File: src/rtl/axis_pixels_header_pkg.sv
// Shared constants and header field layout for the pixel-stream header path.
// The same hdr_t layout is used by the row reshaper and by software header packing.
package axis_pixels_header_pkg;

  localparam int AXI_WIDTH_DEF    = 128;
  localparam int WORD_WIDTH_DEF   = 8;
  localparam int HEADER_WIDTH_DEF = 64;

  localparam int KEEP_W = AXI_WIDTH_DEF / WORD_WIDTH_DEF;
  localparam int USER_W = HEADER_WIDTH_DEF + 1;

  localparam int CI_MAX = 1024;
  localparam int XW_MAX = 512;
  localparam int XH_MAX = 512;
  localparam int ROWS   = 8;
  localparam int KH_MAX = 11;

  localparam int CI_W  = $clog2(CI_MAX + 1);
  localparam int L_W   = $clog2(XH_MAX / ROWS + 1);
  localparam int W_W   = $clog2(XW_MAX + 1);
  localparam int KH2_W = $clog2(KH_MAX / 2 + 1);

  typedef struct packed {
    logic [CI_W-1:0]  ref_ci_p;
    logic [CI_W-1:0]  ref_ci_p0;
    logic [L_W-1:0]   ref_l;
    logic [W_W-1:0]   ref_w;
    logic [KH2_W-1:0] ref_kh2;
  } hdr_t;

  localparam int HDR_T_W = $bits(hdr_t);

endpackage

File: src/rtl/axis_skid_reg.sv
// Generic two-entry AXI-Stream register slice: registered valid/data on the
// master side and a registered ready on the slave side.
module axis_skid_reg #(
  parameter int WIDTH = 8
) (
  input  logic             aclk,
  input  logic             aresetn,
  input  logic             s_valid,
  output logic             s_ready,
  input  logic [WIDTH-1:0] s_data,
  output logic             m_valid,
  input  logic             m_ready,
  output logic [WIDTH-1:0] m_data
);

  logic             main_valid_r;
  logic             skid_valid_r;
  logic             ready_r;
  logic [WIDTH-1:0] main_data_r;
  logic [WIDTH-1:0] skid_data_r;

  logic             push_s;
  logic             main_open_s;
  logic             main_valid_nxt_s;
  logic             skid_valid_nxt_s;
  logic [WIDTH-1:0] main_data_nxt_s;
  logic [WIDTH-1:0] skid_data_nxt_s;

  // Next-state for main/skid entries; the skid only fills while main is stalled.
  always_comb begin
    push_s           = s_valid && ready_r;
    main_open_s      = !main_valid_r || m_ready;
    main_valid_nxt_s = main_valid_r;
    main_data_nxt_s  = main_data_r;
    skid_valid_nxt_s = skid_valid_r;
    skid_data_nxt_s  = skid_data_r;
    if (main_open_s) begin
      if (skid_valid_r) begin
        main_valid_nxt_s = 1'b1;
        main_data_nxt_s  = skid_data_r;
        skid_valid_nxt_s = 1'b0;
      end else if (push_s) begin
        main_valid_nxt_s = 1'b1;
        main_data_nxt_s  = s_data;
      end else begin
        main_valid_nxt_s = 1'b0;
      end
    end else if (push_s) begin
      skid_valid_nxt_s = 1'b1;
      skid_data_nxt_s  = s_data;
    end else begin
      skid_valid_nxt_s = skid_valid_r;
    end
  end

  // Entry registers; ready is registered from the next skid occupancy.
  always_ff @(posedge aclk) begin
    if (!aresetn) begin
      main_valid_r <= 1'b0;
      skid_valid_r <= 1'b0;
      ready_r      <= 1'b0;
      main_data_r  <= '0;
      skid_data_r  <= '0;
    end else begin
      main_valid_r <= main_valid_nxt_s;
      skid_valid_r <= skid_valid_nxt_s;
      ready_r      <= !skid_valid_nxt_s;
      main_data_r  <= main_data_nxt_s;
      skid_data_r  <= skid_data_nxt_s;
    end
  end

  assign s_ready = ready_r;
  assign m_valid = main_valid_r;
  assign m_data  = main_data_r;

endmodule

File: src/rtl/axis_pixels_header.sv
// Strips the header beat of each packet and replays it on m_user with every
// pixel beat of that packet, through a registered skid output stage.
module axis_pixels_header
  import axis_pixels_header_pkg::*;
#(
  parameter int AXI_WIDTH    = AXI_WIDTH_DEF,
  parameter int WORD_WIDTH   = WORD_WIDTH_DEF,
  parameter int HEADER_WIDTH = HEADER_WIDTH_DEF
) (
  input  logic                            aclk,
  input  logic                            aresetn,
  output logic                            s_ready,
  input  logic                            s_valid,
  input  logic                            s_last,
  input  logic [AXI_WIDTH-1:0]            s_data,
  input  logic [AXI_WIDTH/WORD_WIDTH-1:0] s_keep,
  input  logic                            m_ready,
  output logic                            m_valid,
  output logic                            m_last,
  output logic [AXI_WIDTH-1:0]            m_data,
  output logic [AXI_WIDTH/WORD_WIDTH-1:0] m_keep,
  output logic [HEADER_WIDTH:0]           m_user,
  output logic                            hdr_err
);

  localparam int KW = AXI_WIDTH / WORD_WIDTH;
  localparam int UW = HEADER_WIDTH + 1;
  localparam int PW = UW + 1 + KW + AXI_WIDTH;

  localparam logic [0:0] ST_HDR  = 1'b0;
  localparam logic [0:0] ST_DATA = 1'b1;

  logic [0:0]              state_r;
  logic [HEADER_WIDTH-1:0] hdr_r;
  logic                    first_pend_r;
  logic                    hdr_err_r;
  logic                    hdr_ready_r;

  logic          s_ready_s;
  logic          xfer_s;
  logic          sk_s_valid_s;
  logic          sk_s_ready_s;
  logic          sk_m_valid_s;
  logic [PW-1:0] sk_s_data_s;
  logic [PW-1:0] sk_m_data_s;

  // Header beats never enter the output stage, so HDR accepts regardless of it.
  always_comb begin
    s_ready_s    = 1'b0;
    sk_s_valid_s = 1'b0;
    case (state_r)
      ST_HDR: begin
        s_ready_s = hdr_ready_r;
      end
      ST_DATA: begin
        s_ready_s    = sk_s_ready_s;
        sk_s_valid_s = s_valid;
      end
      default: begin
        s_ready_s    = 1'b0;
        sk_s_valid_s = 1'b0;
      end
    endcase
  end

  assign xfer_s      = s_valid && s_ready_s;
  assign sk_s_data_s = {hdr_r, first_pend_r, s_last, s_keep, s_data};

  // Packet framing: capture header, flag header-only packets, track first pixel.
  always_ff @(posedge aclk) begin
    if (!aresetn) begin
      state_r      <= ST_HDR;
      hdr_r        <= '0;
      first_pend_r <= 1'b0;
      hdr_err_r    <= 1'b0;
      hdr_ready_r  <= 1'b0;
    end else begin
      hdr_ready_r <= 1'b1;
      case (state_r)
        ST_HDR: begin
          if (xfer_s) begin
            if (s_last) begin
              hdr_err_r <= 1'b1;
            end else begin
              hdr_r        <= s_data[HEADER_WIDTH-1:0];
              first_pend_r <= 1'b1;
              state_r      <= ST_DATA;
            end
          end
        end
        ST_DATA: begin
          if (xfer_s) begin
            first_pend_r <= 1'b0;
            if (s_last) begin
              state_r <= ST_HDR;
            end
          end
        end
        default: begin
          state_r <= ST_HDR;
        end
      endcase
    end
  end

  axis_skid_reg #(
    .WIDTH (PW)
  ) u_out (
    .aclk    (aclk),
    .aresetn (aresetn),
    .s_valid (sk_s_valid_s),
    .s_ready (sk_s_ready_s),
    .s_data  (sk_s_data_s),
    .m_valid (sk_m_valid_s),
    .m_ready (m_ready),
    .m_data  (sk_m_data_s)
  );

  assign s_ready = s_ready_s;
  assign m_valid = sk_m_valid_s;
  assign m_data  = sk_m_data_s[AXI_WIDTH-1:0];
  assign m_keep  = sk_m_data_s[AXI_WIDTH +: KW];
  assign m_last  = sk_m_data_s[AXI_WIDTH + KW];
  assign m_user  = sk_m_data_s[AXI_WIDTH + KW + 1 +: UW];
  assign hdr_err = hdr_err_r;

endmodule

File: config.mk
export PLATFORM = sky130hd
export DESIGN_NAME = axis_pixels_header
export DESIGN_NICKNAME = d
export VERILOG_FILES = /design/src/rtl/axis_pixels_header_pkg.sv /design/src/rtl/axis_skid_reg.sv /design/src/rtl/axis_pixels_header.sv
export SDC_FILE = /design/constraint.sdc
export NUM_CORES = 1
export LEC_CHECK = 0
export CORE_MARGIN = 5
export CORE_UTILIZATION = 52
export DETAILED_ROUTE_END_ITERATION = 8
export PLACE_DENSITY = 0.87
export SLEW_MARGIN = 0
export SYNTH_ARGS = -nofsm -noshare
export SYNTH_HDL_FRONTEND = slang
export SYNTH_SLANG_ARGS = --single-unit
File: constraint.sdc
create_clock -name aclk -period 3.3 [get_ports aclk]
set_clock_uncertainty 0.1 [all_clocks]
set_input_delay 0.495 -clock aclk [delete_from_list [all_inputs] [get_ports aclk]]
set_output_delay 0.495 -clock aclk [all_outputs]
set_load 0.05 [all_outputs]
== Yosys cells after proc, flatten, opt, wreduce, memory -nomap -nowiden ==
Index checks and enable logic that the tools add are counted.

* Flip-flop bits (word level): 491
* Input bits: 149
* Output and inout bits: 213

* Equality and inequality tests: 3
* Multiplexer cells: 17
* Bitwise logic cells: 3
* Reduce and logical (&&, ||, !) cells: 11

{| class="wikitable"
|+ Operators by type and width
! kind !! number
|-
| $mux 210 || 2
|-
| $mux 1 || 12
|-
| $reduce_and 3->1 || 3
|-
| $pmux 1 s2 || 3
|-
| $ne 2x2->1 const B || 2
|-
| $reduce_and 2->1 || 2
|-
| $not 1->1 || 3
|-
| $logic_and 1x1->1 || 2
|-
| $logic_not 1->1 || 2
|-
| $ne 2x1->1 const B || 1
|-
| $reduce_bool 2->1 || 1
|-
| $logic_or 1x1->1 || 1
|}

== Logic depth before layout (Yosys ltp) ==
Gate-level depths: netlist of the first run.

* Word-level depth: 5
* Gate-level depth with buffers: 7

== Hierarchy ==
Synthesis of the first run repeated with hierarchy kept, for this count alone.

* Cell total of the unflattened synthesis: 2176
* Area total of the unflattened synthesis: 20811.2 µm²

{| class="wikitable"
|+ Modules (own cells, without submodules)
! module !! instances !! cells each !! area each (µm²)
|-
| axis_skid_reg || 1 || 1880 || 17967.2
|-
| axis_pixels_header || 1 || 296 || 2844.0
|}

== Worst setup path before layout of the first run ==
No wires, ideal clock.

* Path kind: register to register
* Start: register u_out.main_valid_r (netlist: u_out.m_valid)
* End: register u_out.skid_data_r[100]
* Setup time: 72 ps
* Arrival time: 1563 ps
* Data required time: 3128 ps
* Path slack: 1566 ps
* Cell stages (with the launch flop): 7
* Period minus slack after synthesis: 1734 ps
* Cells stage by stage: dfxtp_1 > nand2b_1 > buf_2 > nor2_1 > buf_2 > buf_4 > mux2i_1

* Word-level cells in the longest chain between the ends: 4

{| class="wikitable"
|+ Ends and longest elaborated chain
! what !! line !! source
|-
| from (decl) || axis_skid_reg.sv:16 || <nowiki>logic main_valid_r;</nowiki>
|-
| from (signal assigned) || axis_skid_reg.sv:65 || <nowiki>main_valid_r <= main_valid_nxt_s;</nowiki>
|-
| $logic_not 1->1 || axis_skid_reg.sv:32 || <nowiki>main_open_s = !main_valid_r || m_ready;</nowiki>
|-
| $logic_or 1x1->1 || axis_skid_reg.sv:32 ||
|-
| $not 1->1 (no source line) || n/a ||
|-
| $reduce_and 2->1 (no source line) || n/a ||
|-
| to (signal assigned) || axis_skid_reg.sv:69 || <nowiki>skid_data_r <= skid_data_nxt_s;</nowiki>
|-
| to (decl) || axis_skid_reg.sv:20 || <nowiki>logic [WIDTH-1:0] skid_data_r;</nowiki>
|}

No other way between the ends.
A chain may end at the register's enable or synchronous reset.

==> flow_summary.ini, run 1 <==
[synth]
yosysWarnings = 0
yosysUniqueCellTypes = 24
syn_nets = 2320
synthCells = 2171
synth_area_leaders = dfxtp_1 (47%), mux2i_1 (20%), o211a_1 (10%)
synth_top_area_cell = dfxtp_1
syn_avg_cell_area_um2 = 9.62
synth_top_area_share = 0.471
synth_most_common_cell = nand2_1
ys_seq_area_frac = 0.471
synth_edf_count = 0
ys_ff_latch = 491
dominantRegCellSynth = dfxtp_1
synth_commonest_cells = nand2_1 (548), dfxtp_1 (491), mux2i_1 (420), nand3_1 (211), o211a_1 (211)
synth_async_sr_flop_share = 0
syn-cell-area_um2 = 20900

[hold_path]
min_to = hdr_ready_r
holdPathStages = 1
min_from = aresetn
hold_path.class = input pin to register

[clocking]
clk_latency_ns = 0.59
cts_num_sinks = 491
hold_buffers = 0
htreeDepth = 2
path_clk_slew_ns = 0.06
cts-root-buf = clkbuf_16
postCtsResizedCells = 0
cts_tree = yes
cts_setup_buffers = 0
clockBufferDepth = 3
numCtsBuffers = 50

[drt]
wl_met1_mm = 23.4
routed_wl_mm = 55.2
top_layer = met5
vias = 17100
wl_per_cell_um = 18.6
dr.pass1.iters = 6
vias_per_cell = 5.74
dr_wl_met3_mm = 3.53
wl_met2_mm = 26.4
drtAntennaViolNets = 0
drc = 0
first_iter_violations = 1284

[final_layout]
areaGrowthSynthToFinish_pct = 26.7
fin_area_um2 = 26400
antenna_cells = 0
nNetsFinal = 2561
drive_gt1_frac = 0.0543

[place]
gp_congestion = 0.812
placed_area_um2 = 24700
io_buffer_count = 361
hpwlAfterDp_mm = 35.0

[critical_path]
reg2reg_depth = 4
end_kind = output port
cp_data_arrival_time_ns = 2.21
regToRegSetupSlack_ns = 1.23
critPathTopFamily = buffers and inverters
r2r-end = u_out.m_data[20]
cp-start-kind = register
worstPathMaxFanout = 7
path_class = register to output port
path_cells = mux2_2 -> clkdlybuf4s50_1
r2r_start = u_out.skid_valid_r
worstPathRequired_ns = 2.70
cpPeakStageDelay_ns = 0.72
crit_slowest_cell = clkdlybuf4s50_1
crit_buf_inv = 1

[die]
die_w_um = 210
dieArea_um2 = 44300
start_util = 0.525
fp.dieH_um = 210
core-area_um2 = 39700
rows = 73
num_io_pins = 362

[power]
leakage_uw = 0.0112
power_uw = 12900
vdd_drop_max_mv = 0.402
p_per_area_nw_per_um2 = 489

[grt]
grt_overflow = 0
track_usage = 0.239
grt_antenna_before_repair = 1
grt_max_degree = 124
grt_pass1_wl_mm = 88.9
grt_pass1_vias = 17000

[sta]
timing.hold.ws_ns = 0.257
setup_tns_ns = 0
final_hold_viol_count = 0
fmax_ghz = 0.357
worstMarginPinSlew_ns = 0.820
final-max-slew-violation-count = 0
relSlewSlack = 0.453
rsz0062_at_grt = no
final.min_clock_period_ns = 2.80
setup_viol = 0
period_share = 0.849

[run]
drv_cap = 0

[outcome]
status = complete, no violations
[per-layer routing]
metal,global-route usage,up-vias
met2,0.399,554
met4,0.0873,2
li1,-,8033
met5,0,-
met3,0.0478,120
met1,0.308,8354
[stage by stage]
stage	utilization	cells	worst slack, ns
3_3_place_gp	0.622	2885	0.803
4_1_cts	0.666	2975	0.464
2_1_floorplan	-	2171	1.57
6_report	0.666	2975	0.497
5_1_grt	0.666	2975	0.425
3_5_place_dp	0.622	2885	0.707
[cells by family (layout without fill, tap and decap cells)]
logic type | count (synthesis) | in the layout | synth area share
multiplexers | 421 | 421 | 0.202
AND/OR/NAND/NOR | 768 | 768 | 0.153
AO/OA/AOI/OAI | 281 | 281 | 0.126
flip-flops | 491 | 491 | 0.471
buffers and inverters | 210 | 489 | 0.0482
[worst max-delay path by stage]
| stage | end | start | slack [ns] | depth (start not counted) |
|---|---|---|---|---|
| finish | s_ready | register | 0.50 | 2 |
| detailed placement | u_out.skid_data_r[33] | s_valid | 0.71 | 5 |
| global placement | u_out.skid_data_r[39] | s_valid | 0.80 | 6 |
| floorplan | u_out.skid_data_r[100] | u_out.m_valid | 1.57 | 6 |
| CTS | s_ready | register | 0.46 | 2 |
| global route | s_ready | register | 0.43 | 2 |
[placed cells by master, fill, tap and decap left out, types with 2 or more instances in the layout]
master	instances
a21boi_0	34
o21a_1	3
clkbuf_16	50
buf_4	19
bufinv_16	6
a21boi_1	32
clkbuf_1	4
nand2_1	548
o211a_1	211
mux2i_1	420
clkbuf_8	10
clkinvlp_4	2
dfxtp_1	490
nand3_1	211
buf_12	19
inv_6	4
clkdlybuf4s50_1	360
clkinv_2	12
[report_power, final]
group          internal (uW)  total (uW)  switching, uW
logic                    412         996            584
registers               6010        6070           56.8
clock network           3480        5870           2380
[final cells by class]
cell class                      instances  area [um^2]
Tap cell                              525          657
Clock inverter                         26          315
Fill cell                            2901        13300
Clock buffer                           64         1400
Timing Repair Buffer                  399         4140
Sequential cell                       491         9830
Multi-Input combinational cell       1470        10100
Power figures use the tool's default switching activity.
==> run 2: changes to the inputs <==
--- a/config.mk
+++ b/config.mk
@@ -6,9 +6,9 @@
 export NUM_CORES = 1
 export LEC_CHECK = 0
 export CORE_MARGIN = 5
-export CORE_UTILIZATION = 52
+export CORE_UTILIZATION = 48
 export DETAILED_ROUTE_END_ITERATION = 8
-export PLACE_DENSITY = 0.87
+export PLACE_DENSITY = 0.84
 export SLEW_MARGIN = 0
 export SYNTH_ARGS = -nofsm -noshare
 export SYNTH_HDL_FRONTEND = slang
==> constraint.sdc (replaced) <==
create_clock -name aclk -period 2.5 [get_ports aclk]
set_clock_uncertainty 0.1 [all_clocks]
set_input_delay 0.375 -clock aclk [delete_from_list [all_inputs] [get_ports aclk]]
set_output_delay 0.375 -clock aclk [all_outputs]
set_load 0.05 [all_outputs]
==> run 2 against run 1 <==
Compared with the run above:
- core utilization decreased by 4.1 points
- clock-buffer cell count increased by 6
- critical path depth unchanged
- non-clock buffer count increased by 25
- wire length increased by 0.95%
- hold slack got worse by 0.20 ns
- design area increased by 1.7%
- combinational power increased by 35%
- sequential share of layout area decreased by 0.64 points
- clock power increased by 29%
- global-route usage decreased by 1.5 points
- critical path type unchanged
- highest routed layer is now met4
==> flow_summary.ini, run 2 (synthesis gave the netlist of run 1 again) <==
[critical_path]
end_kind = output port
regToRegSetupSlack_ns = 0.70
cp_data_arrival_time_ns = 1.90
cp-start-kind = register
worstPathRequired_ns = 2.03
worstPathMaxFanout = 7
r2r_start = u_out.skid_valid_r
r2r-end = u_out.m_data[83]
reg2reg_depth = 5
path_class = register to output port

[sta]
fmax_ghz = 0.421
final.min_clock_period_ns = 2.38
final_hold_viol_count = 0
period_share = 0.950
worstMarginPinSlew_ns = 0.625
relSlewSlack = 0.582
rsz0062_at_grt = no
timing.hold.ws_ns = 0.0580
setup_tns_ns = 0
final-max-slew-violation-count = 0
setup_viol = 0

[final_layout]
layout_common_cells = nand2_1 (548), dfxtp_1 (490), mux2i_1 (420)
drive_gt1_frac = 0.0607
antenna_cells = 0
layout_commonest_cell = nand2_1
areaGrowthSynthToFinish_pct = 28.9
nNetsFinal = 2586
nFillCells = 3365

[drt]
wl_per_cell_um = 18.2
vias = 17100
dr.pass1.iters = 5
first_iter_violations = 1249
drtAntennaViolNets = 0
routed_wl_mm = 55.8
vias_per_cell = 5.58
drc = 0

[die]
num_io_pins = 362
fp.dieH_um = 219
rows = 76
start_util = 0.485
dieArea_um2 = 47800
core-area_um2 = 43100
die_w_um = 219

[clocking]
cts-root-buf = clkbuf_16
cts_num_sinks = 491
numCtsBuffers = 50
cts_tree = yes
clockBufferDepth = 3
clk_latency_ns = 0.58
cts_setup_buffers = 0
path_clk_slew_ns = 0.06
htreeDepth = 2

[power]
power_uw = 16900
p_per_area_nw_per_um2 = 630
leakage_uw = 0.0113
vdd_drop_max_mv = 0.593

[hold_path]
holdPathStages = 1
hold_path.class = input pin to register
min_from = aresetn
min_to = hdr_ready_r

[grt]
grt_overflow = 0
grt_antenna_before_repair = 0
grt_pass1_vias = 17200
grt_max_degree = 95
track_usage = 0.224
grt_pass1_wl_mm = 88.5

[run]
drv_cap = 0

[place]
gp_congestion = 0.792
hpwlAfterDp_mm = 36.7
io_buffer_count = 361

[outcome]
status = complete, no violations
[run 2: worst max path at each step]
stage	to	slack, ns	cells after the start
2_1_floorplan	u_out.skid_data_r[100]	0.77	6
3_3_place_gp	u_out.skid_data_r[85]	0.26	6
3_5_place_dp	u_out.skid_data_r[102]	0.17	6
4_1_cts	s_ready	0.09	2
5_1_grt	s_ready	0.06	2
6_report	s_ready	0.12	2
[run 2: what timing repair did]
| action | 4_1_cts | 5_1_grt |
|---|---|---|
| hold endpoints to repair | 0 | 0 |
| hold buffers | 0 | 0 |
| gates resized for setup | 1 | 0 |
| setup endpoints to repair | 1 | 0 |
[run 2: per-layer routing]
layer	track usage	vias to the layer above	share of wire
met2	0.377	513	0.47
li1	-	8088	-
met3	0.0508	137	0.062
met4	0.104	0	0.042
met1	0.272	8335	0.42
met5	0	-	0
[run 2: final cells by class]
class,count,area (um^2),share of cell area
Multi-Input combinational cell,1470,10100,0.375
Sequential cell,491,9830,0.365
Timing Repair Buffer,424,4580,0.170
Clock buffer,70,1440,0.0534
Tap cell,585,732,0.0272
Clock inverter,18,231,0.00860
[run 2: power by group]
group	total, uW	internal (uW)	leakage, uW	switching [uW]
registers	8010	7930	0.00397	74.5
logic	1340	559	0.00655	776
clock network	7600	4520	0.000820	3080
total	16900	13000	0.0113	3930
[run 2: worst max-delay path, cell delays in order (launching register included)]
cell and delay (ns):
dfxtp_1 0.50, mux2_2 0.39, dlygate4sd2_1 0.44
[run 2: through the flow]
stage / cell area, um^2 / setup WS [ns] / instances / util
floorplan: 20900 / 0.766 / 2171 / -
global placement: 25200 / 0.257 / 2970 / 0.586
detailed placement: 25200 / 0.167 / 2970 / 0.586
CTS: 26900 / 0.0852 / 3058 / 0.625
global route: 26900 / 0.0597 / 3058 / 0.625
finish: 26900 / 0.124 / 3058 / 0.625
==> RTL edit, RTL diff (settings of run 2) <==
Make the reset (`aresetn`) asynchronous in 2 clocked blocks.
--- a/src/rtl/axis_skid_reg.sv
+++ b/src/rtl/axis_skid_reg.sv
@@ -55,5 +55,5 @@
 
   // Entry registers; ready is registered from the next skid occupancy.
-  always_ff @(posedge aclk) begin
+  always_ff @(posedge aclk or negedge aresetn) begin
     if (!aresetn) begin
       main_valid_r <= 1'b0;
--- a/src/rtl/axis_pixels_header.sv
+++ b/src/rtl/axis_pixels_header.sv
@@ -68,5 +68,5 @@
 
   // Packet framing: capture header, flag header-only packets, track first pixel.
-  always_ff @(posedge aclk) begin
+  always_ff @(posedge aclk or negedge aresetn) begin
     if (!aresetn) begin
       state_r      <= ST_HDR;
Formal check against the unedited RTL: differs if aresetn is asserted again (counterexample within 4 cycles, from zero or initial values and one cycle with aresetn low); with aresetn held inactive, the same outputs for 4 cycles.
==> RTL edit against run 2 <==
First-iteration DRC count is 62% lower; worst setup slack worse by 0.0034 ns; sequential cell count stayed put; final area up 1.3%; highest routed layer unchanged; routed wire length down 18%; area after synthesis shrank 0.39%; die area down 0.37%.
Power is not compared: it rests on default switching activity, and its combinational part moved more than twofold at a synthesized area within 25%.
==> RTL edit: results (changes against run 2) <==
Parameter                              Value

Clock tree
  # hold bufs at CTS    1 (was 0)
  Clock latency on the worst-skew pair    0.56 ns (was 0.58 ns)

Critical path
  Highest fanout seen on the critical path    8 (was 7)
  Worst-case register-to-register setup slack    0.50 ns (was 0.70 ns)
  Worst reg-to-reg path cell count    4 (was 5)

Route
  Number of violations reported at the end of detailed-routing iteration 0    469 (was 1,249)
  Total length of routed met2 wires    22,300 microns (was 26,500 microns)
  Met3 wire len    3080 microns (was 3460 microns)
  Wire length after detailed routing    45,500 microns (was 55,800 microns)

Finish
  Fraction of area in clock buffers and inverters    6.37% (was 6.20%)
  Fraction of final layout cells sized beyond drive strength 1    46.3% (was 6.07%)
  Synth-to-layout area growth    31.1% (was 28.9%)
  Flip-flop and latch share of the layout cell area    45.1% (was 36.5%)
  Multi-In Gates    714 (was 1,470)
  Clk_buf instances    85 (was 70)
  Inverters    1 (was 0)
  Area used by multi-input combinational logic    0.00800 sq mm (was 0.0101 sq mm)
  Total of plain and repair buffers excluding clock buffers    419 (was 424)
  Non-filler cells in the finished layout    2,303 (was 3,058)
  Signal buf overhead    16.5% (was 17.0%)
  Final sequential cell count    491 (unchanged)

STA
  WHS    0.345 ns (was 0.0580 ns)
  Tightest slew margin relative to the limit    49.6% (was 58.2%)
  Final clock period utilization by the worst path    95.2% (was 95.0%)

Global routing
  Pin count of the biggest net entering global routing    81 (was 95)
  Fraction of met2 tracks used by global routing    32.3% (was 37.7%)
  GRT Total Usage    19.1% (was 22.4%)
  First-pass GRT wire length    74,000 microns (was 88,500 microns)
  Fraction of met1 tracks used by global routing    24.4% (was 27.2%)
  GRT met3 Usage    5.36% (was 5.08%)

Logic synthesis
  Synth area leaders    sky130_fd_sc_hd__dfrtp_1 (59%), sky130_fd_sc_hd__mux2_2 (35%), sky130_fd_sc_hd__mux2_1 (2.4%) (was sky130_fd_sc_hd__dfxtp_1 (47%), sky130_fd_sc_hd__mux2i_1 (20%), sky130_fd_sc_hd__o211a_1 (10%))
  Mean Syn Cell Area    16.2 sq um (was 9.62 sq um)
  Synthesized netlist net count    1,431 (was 2,320)
  Share of async-settable or async-resettable flops after synthesis    100% (was 0%)
  Commonest cells in the netlist    sky130_fd_sc_hd__mux2_2 (640), sky130_fd_sc_hd__dfrtp_1 (491), sky130_fd_sc_hd__mux2_1 (45) (was sky130_fd_sc_hd__nand2_1 (548), sky130_fd_sc_hd__dfxtp_1 (491), sky130_fd_sc_hd__mux2i_1 (420))

Hold path
  Worst hold stages    2 (was 1)
  Worst Min Path Start    s_data[69] (was aresetn)

Placed design
  DPL Wire Length    31,700 microns (was 36,700 microns)
  Standard cell area after detailed placement    0.0255 sq mm (was 0.0252 sq mm)
  Final estimated routing congestion in global placement    0.774 (was 0.792)

Outcome
  Run status    finished, final reports clean (unchanged)
==> RTL edit: cell count changes after synthesis, moves of 22 or more <==
cell,delta
sky130_fd_sc_hd__mux2_2,+639
sky130_fd_sc_hd__nand2_1,-544
sky130_fd_sc_hd__dfrtp_1,+491
sky130_fd_sc_hd__dfxtp_1,-491
sky130_fd_sc_hd__mux2i_1,-420
sky130_fd_sc_hd__o211a_1,-211
sky130_fd_sc_hd__nand3_1,-210
sky130_fd_sc_hd__clkbuf_1,-102
sky130_fd_sc_hd__mux2_1,+45
sky130_fd_sc_hd__a21boi_0,-34
sky130_fd_sc_hd__a21boi_1,-32
sky130_fd_sc_hd__buf_2,-22
==> RTL edit: critical path, cell delays in order, from the launching register on <==
cell and delay (ns):
sky130_fd_sc_hd__dfrtp_1 0.53, sky130_fd_sc_hd__mux2_2 0.38, sky130_fd_sc_hd__dlygate4sd2_1 0.43
